--- src/rtl/uart_pkg.sv ---
// Shared UART constants and helpers for the board's transmit and receive paths.
package uart_pkg;

  localparam int CLK_HZ_DEFAULT = 50_000_000;
  localparam int BAUD_DEFAULT   = 9600;

  typedef logic [2:0] tx_state_t;

  localparam tx_state_t ST_IDLE   = 3'd0;
  localparam tx_state_t ST_START  = 3'd1;
  localparam tx_state_t ST_DATA   = 3'd2;
  localparam tx_state_t ST_PARITY = 3'd3;
  localparam tx_state_t ST_STOP   = 3'd4;

  function automatic int baud_div(input int clk_hz, input int baud);
    return clk_hz / baud;
  endfunction

  function automatic logic even_parity(input logic [7:0] b);
    return ^b;
  endfunction

endpackage

--- src/rtl/sync_fifo.sv ---
// Single-clock FIFO with occupancy count; pointers wrap naturally since DEPTH is a power of 2.
module sync_fifo #(
  parameter int DATA_W = 8,
  parameter int DEPTH  = 8
) (
  input  logic                     clk,
  input  logic                     rst,
  input  logic                     push,
  input  logic [DATA_W-1:0]        wr_data,
  input  logic                     pop,
  output logic [DATA_W-1:0]        rd_data,
  output logic                     full,
  output logic                     empty,
  output logic [$clog2(DEPTH):0]   count
);

  localparam int AW = $clog2(DEPTH);
  localparam int CW = AW + 1;

  if (DEPTH < 2 || (DEPTH & (DEPTH - 1)) != 0) begin : g_bad_depth
    $error("sync_fifo: DEPTH must be a power of 2 and at least 2");
  end

  logic [DATA_W-1:0] mem [DEPTH];
  logic [AW-1:0]     wr_ptr_r;
  logic [AW-1:0]     rd_ptr_r;
  logic [CW-1:0]     count_r;
  logic [CW-1:0]     count_s;
  logic              full_r;
  logic              empty_r;
  logic              push_ok_s;
  logic              pop_ok_s;

  // next occupancy from the accepted push/pop pair
  always_comb begin
    push_ok_s = push && !full_r;
    pop_ok_s  = pop && !empty_r;
    case ({push_ok_s, pop_ok_s})
      2'b10:   count_s = count_r + CW'(1'b1);
      2'b01:   count_s = count_r - CW'(1'b1);
      default: count_s = count_r;
    endcase
  end

  // pointers, count and registered flags
  always_ff @(posedge clk) begin
    if (rst) begin
      wr_ptr_r <= {AW{1'b0}};
      rd_ptr_r <= {AW{1'b0}};
      count_r  <= {CW{1'b0}};
      full_r   <= 1'b0;
      empty_r  <= 1'b1;
    end else begin
      if (push_ok_s) wr_ptr_r <= wr_ptr_r + AW'(1'b1);
      if (pop_ok_s)  rd_ptr_r <= rd_ptr_r + AW'(1'b1);
      count_r <= count_s;
      full_r  <= (count_s == CW'(DEPTH));
      empty_r <= (count_s == {CW{1'b0}});
    end
  end

  // storage write port
  always_ff @(posedge clk) begin
    if (push_ok_s) mem[wr_ptr_r] <= wr_data;
  end

  assign rd_data = mem[rd_ptr_r];
  assign full    = full_r;
  assign empty   = empty_r;
  assign count   = count_r;

endmodule

--- src/rtl/uart_tx_fifo.sv ---
// Buffered 8N1 UART transmitter: byte FIFO feeding a registered serialiser.
// Define UART_TX_PARITY_EN to insert an even parity bit between data and stop.
module uart_tx_fifo
  import uart_pkg::*;
#(
  parameter int CLK_HZ     = CLK_HZ_DEFAULT,
  parameter int BAUD       = BAUD_DEFAULT,
  parameter int FIFO_DEPTH = 8
) (
  input  logic                          clk,
  input  logic                          rst,
  input  logic [7:0]                    tx_data,
  input  logic                          tx_valid,
  output logic                          tx_ready,
  output logic                          txd,
  output logic                          busy,
  output logic [$clog2(FIFO_DEPTH):0]   fifo_count
);

  localparam int DIV   = baud_div(CLK_HZ, BAUD);
  localparam int CNT_W = (DIV > 1) ? $clog2(DIV) : 1;
  localparam int CW    = $clog2(FIFO_DEPTH) + 1;
`ifdef UART_TX_PARITY_EN
  localparam tx_state_t AFTER_DATA = ST_PARITY;
`else
  localparam tx_state_t AFTER_DATA = ST_STOP;
`endif

  tx_state_t        state_r;
  logic [CNT_W-1:0] cnt_r;
  logic [2:0]       bit_idx_r;
  logic [7:0]       shift_r;
  logic             txd_r;
  logic             busy_r;
  logic             live_r;
  logic             txd_s;
  logic             bit_end_s;
  logic             pop_s;
  logic             push_s;
  logic             fifo_full;
  logic             fifo_empty;
  logic [7:0]       fifo_rd_data;
  logic [CW-1:0]    fifo_count_s;
`ifdef UART_TX_PARITY_EN
  logic             par_r;
`endif

  assign tx_ready = live_r && !fifo_full;
  assign push_s   = tx_valid && tx_ready;

  sync_fifo #(
    .DATA_W (8),
    .DEPTH  (FIFO_DEPTH)
  ) u_fifo (
    .clk     (clk),
    .rst     (rst),
    .push    (push_s),
    .wr_data (tx_data),
    .pop     (pop_s),
    .rd_data (fifo_rd_data),
    .full    (fifo_full),
    .empty   (fifo_empty),
    .count   (fifo_count_s)
  );

  // pop on idle, or at the end of a stop bit so frames run back-to-back
  always_comb begin
    bit_end_s = (cnt_r == CNT_W'(DIV - 1));
    if (state_r == ST_IDLE) begin
      pop_s = !fifo_empty;
    end else if (state_r == ST_STOP && bit_end_s) begin
      pop_s = !fifo_empty;
    end else begin
      pop_s = 1'b0;
    end
  end

  // frame sequencer, baud counter and shift register
  always_ff @(posedge clk) begin
    if (rst) begin
      state_r   <= ST_IDLE;
      cnt_r     <= {CNT_W{1'b0}};
      bit_idx_r <= 3'd0;
      shift_r   <= 8'h00;
`ifdef UART_TX_PARITY_EN
      par_r     <= 1'b0;
`endif
    end else if (pop_s) begin
      state_r   <= ST_START;
      cnt_r     <= {CNT_W{1'b0}};
      bit_idx_r <= 3'd0;
      shift_r   <= fifo_rd_data;
`ifdef UART_TX_PARITY_EN
      par_r     <= even_parity(fifo_rd_data);
`endif
    end else if (state_r == ST_IDLE) begin
      cnt_r <= {CNT_W{1'b0}};
    end else if (!bit_end_s) begin
      cnt_r <= cnt_r + CNT_W'(1'b1);
    end else begin
      cnt_r <= {CNT_W{1'b0}};
      case (state_r)
        ST_START: begin
          state_r   <= ST_DATA;
          bit_idx_r <= 3'd0;
        end
        ST_DATA: begin
          shift_r   <= {1'b0, shift_r[7:1]};
          bit_idx_r <= bit_idx_r + 3'd1;
          if (bit_idx_r == 3'd7) state_r <= AFTER_DATA;
        end
`ifdef UART_TX_PARITY_EN
        ST_PARITY: state_r <= ST_STOP;
`endif
        ST_STOP:  state_r <= ST_IDLE;
        default:  state_r <= ST_IDLE;
      endcase
    end
  end

  // line level for the current state
  always_comb begin
    case (state_r)
      ST_IDLE:   txd_s = 1'b1;
      ST_START:  txd_s = 1'b0;
      ST_DATA:   txd_s = shift_r[0];
`ifdef UART_TX_PARITY_EN
      ST_PARITY: txd_s = par_r;
`endif
      ST_STOP:   txd_s = 1'b1;
      default:   txd_s = 1'b1;
    endcase
  end

  // registered outputs; live_r holds tx_ready low while rst is asserted
  always_ff @(posedge clk) begin
    if (rst) begin
      txd_r  <= 1'b1;
      busy_r <= 1'b0;
      live_r <= 1'b0;
    end else begin
      txd_r  <= txd_s;
      busy_r <= (state_r != ST_IDLE) || (fifo_count_s != {CW{1'b0}});
      live_r <= 1'b1;
    end
  end

  assign txd        = txd_r;
  assign busy       = busy_r;
  assign fifo_count = fifo_count_s;

endmodule

--- config.mk ---
export PLATFORM = sky130hd
export DESIGN_NAME = uart_tx_fifo
export DESIGN_NICKNAME = d
export VERILOG_FILES = /design/src/rtl/uart_pkg.sv /design/src/rtl/sync_fifo.sv /design/src/rtl/uart_tx_fifo.sv
export SDC_FILE = /design/constraint.sdc
export NUM_CORES = 1
export LEC_CHECK = 0
export CORE_MARGIN = 5
export CORE_UTILIZATION = 45
export DETAILED_ROUTE_END_ITERATION = 6
export GPL_TIMING_DRIVEN = 0
export PLACE_DENSITY = 0.7
export SLEW_MARGIN = 40
export SYNTH_ARGS = -nofsm -noshare
export SYNTH_HDL_FRONTEND = slang
export SYNTH_SLANG_ARGS = --single-unit
--- constraint.sdc ---
create_clock -name clk -period 5 [get_ports clk]
set_input_delay 1.25 -clock clk [delete_from_list [all_inputs] [get_ports clk]]
set_output_delay 1.25 -clock clk [all_outputs]
set_load 0.05 [all_outputs]
==> run summary <==
outcome: complete, no violations
die width: 111 um
post-cts sizing count: 0
CP endpoint kind: flop
gr usage total: 14.5%
routed via count: 2697
cts hold-fix bufs: 0
met3 usage: 3.99%
initial antenna violation count: 0
total power: 2.18 mW
die area: 0.0122 sq mm
post-DR wirelength/cell: 16.3 um
CTS Buf Count: 9
number of flops mapped to enable cells by yosys: 64
vias in the first global route: 2850
Seq cells post-synth: 109
hold-critical path depth: 1
library cells used by synthesis: 51
Routed WL: 8.36 mm
max frequency: 0.297 GHz
Primary FF master, synth: edfxtp_1
Routed Antenna Nets: 0
cells on worst reg2reg path: 13
Root Driver: clkbuf_8
met1 usage: 16.9%
peak supply drop: 0.223 mV
Setup violations, final: 0
ys async rst share: 0%
post-detail-place hpwl: 5.89 mm
Hold Fails Final Rpt: 0
Worst Tran Pin Value: 0.831 ns
CP Class: primary input to flop
clk_skew: 0.0125 ns
fraction of layout cells with a size suffix above 1: 15.6%
unrepaired setup endpoints after global routing: no
clock period minus worst slack: 3.36 ns
Hold Path Class: flop to flop
starting density of the core: 46.3%
Avg Cell Area, Syn: 13.2 sq um
CP required: 5.25 ns
leftover overflow at the end of global routing: 0
placed cell count: 496
critical path peak fanout: 10
drt first pass iters: 4
fin nets: 392
Core Area: 0.00982 sq mm
Hold Path Origin: cnt_r[0]$_SDFF_PP0_
routability cong.: 0.832
Startpoint Class: primary input
reg-to-reg startpoint: cnt_r[0]$_SDFF_PP0_
setup ws final: 1.64 ns
n_diodes: 0
TritonCTS clock tree: done
CP arrival: 3.62 ns
Post-Synthesis Cells: 344
pwr/cell area: 428 mW/mm^2
Top-Level Pins: 18
Rows: 36
reg-to-reg setup timing slack: 1.79 ns
first-pass GRT wire length: 14.0 mm
largest net degree at the start of global routing: 20
M2 GR Usage: 26.2%
placed inst area: 0.00493 sq mm
post-route cell area: 0.00510 sq mm
clock sink total: 109
reg2reg end: u_fifo.full$_SDFF_PP0_
Die H: 111 um
Leak Pwr: 1.68 nW
drt via density: 5.27
DP Worst Slack: 1.26 ns
Synth Cell Area: 0.00455 sq mm
fin cells: 512
post-route setup TNS: 0 ns
H-tree levels: 3
Layout area overhead: 12.2%
# port buffers: 16
Yosys warnings: 0
GR peak layer: met2
Starting DRT DRC Count: 122
Post-Syn Nets: 362
clock-pin slew on the worst setup and hold paths: 0.10 ns
Max-slew headroom: 44.3%
postcts setup bufs: 0
WHS Endpoint: cnt_r[0]$_SDFF_PP0_
Tcrit/Tclk final: 67.3%
max-cap violation count: 0
worst skew pair latency: 0.37 ns
Seq/Total Area, Yosys: 62.0%
drc violations: 0
Slew Limit Fails: 0
clock buffer depth: 2
-- sequential cells by signal, indices dropped and copies added (netlist names), named ones only --
register         cells
bit_idx_r            3
busy                 1
cnt_r               13
live_r               1
shift_r              8
state_r              3
txd                  1
u_fifo.count         4
u_fifo.empty         1
u_fifo.full          1
u_fifo.mem          64
u_fifo.rd_ptr_r      3
u_fifo.wr_ptr_r      3
-- where the power goes --
group	internal, mW	leakage (nW)	switching [mW]
sequential	1.01	0.944	0.0455
clock	0.191	0.0916	0.299
combinational	0.282	0.646	0.354
-- layout make-up --
| class | instances | area (sq um) |
|---|---|---|
| inverters | 9 | 35.0 |
| flip-flops and latches | 109 | 2820 |
| fillers | 878 | 4720 |
| clock inverters | 6 | 50.0 |
| plain buffers | 17 | 80.1 |
| well taps | 133 | 166 |
| clock buffers | 10 | 128 |
| multi-input cells | 209 | 1640 |
| repair buffers | 19 | 178 |
-- critical path, stage by stage --
cell and delay [ns]:
clkdlybuf4s50_1 0.45, and2_4 0.15, clkinv_2 0.16, ha_1 0.31
nor4b_1 0.27, nand3_1 0.11, o22ai_1 0.18, nor3_1 0.07
a311o_1 0.32, nor3b_1 0.33
-- how the worst max path moves through the flow --
stage | start | endpoint | slack, ns | cells past startpoint
after floorplan | tx_valid | u_fifo.empty$_SDFF_PP1_ | 1.89 | 11
after global placement | tx_valid | u_fifo.mem[0][4]$_DFFE_PP_ | 1.05 | 4
after detailed placement | tx_valid | u_fifo.full$_SDFF_PP0_ | 1.26 | 12
after CTS | tx_valid | u_fifo.full$_SDFF_PP0_ | 1.67 | 10
after global routing | tx_valid | u_fifo.full$_SDFF_PP0_ | 1.48 | 10
final | tx_valid | u_fifo.full$_SDFF_PP0_ | 1.64 | 10
-- cell usage in the layout (no fill, tap or decap), types with 4 or more instances in the layout --
master | synthesis | final
buf_4 | 3 | 4
xor2_1 | 10 | 10
ha_1 | 7 | 7
and3_1 | 6 | 6
nand3_1 | 11 | 11
nor3_2 | 1 | 5
inv_1 | 8 | 8
inv_6 | 0 | 4
dfxtp_1 | 45 | 45
nor3_1 | 11 | 7
buf_2 | 4 | 6
mux4_2 | 16 | 16
clkbuf_1 | 9 | 10
mux2i_1 | 10 | 10
a211o_1 | 7 | 7
edfxtp_1 | 64 | 64
xnor2_1 | 8 | 8
nand2_1 | 20 | 20
a21oi_1 | 14 | 14
clkdlybuf4s50_1 | 0 | 16
nor2_1 | 45 | 43
clkbuf_8 | 0 | 9
-- synthesized netlist by cell type, types with 3 or more instances --
cell	number	area [sq um]
nand3_1	11	55.1
nand2_1	20	75.1
a31oi_1	3	18.8
and3_1	6	37.5
edfxtp_1	64	1920
nor2b_1	3	18.8
clkbuf_1	9	33.8
mux4_2	16	360
ha_1	7	87.6
nand2b_1	3	18.8
nor2_1	45	169
buf_4	3	22.5
buf_2	4	20.0
dfxtp_1	45	901
inv_1	8	30.0
a211o_1	7	61.3
mux2i_1	10	100
nor3_1	11	55.1
xnor2_1	8	70.1
xor2_1	10	87.6
a21oi_1	14	70.1
-- per-stage QoR --
stage	utilization (%)	hold slack, ns
after floorplan	-	0.418
after global placement	49.7	0.431
final	52.0	0.458
after detailed placement	50.2	0.438
after global routing	52.0	0.495
after CTS	52.0	0.459
-- layer usage --
layer  wire length [um]  up-vias
met4                 88        0
met5                  0        -
li1                   -     1328
met1               3610     1322
met3                227        8
met2               4430       39
-- cells by family (layout without fill, tap and decap cells) --
family                   count (synthesis)  after routing  share of synthesized area, %
AO/OA/AOI/OAI                           40             40                          6.57
XOR/XNOR                                18             18                          3.46
adder cells (fa/ha/maj)                  7              7                          1.92
buffers and inverters                   26             61                          2.53
flip-flops                             109            109                          62.0
multiplexers                            27             27                          10.4
AND/OR/NAND/NOR                        117            117                          13.1
No activity file was read; power rests on OpenSTA's default activity.
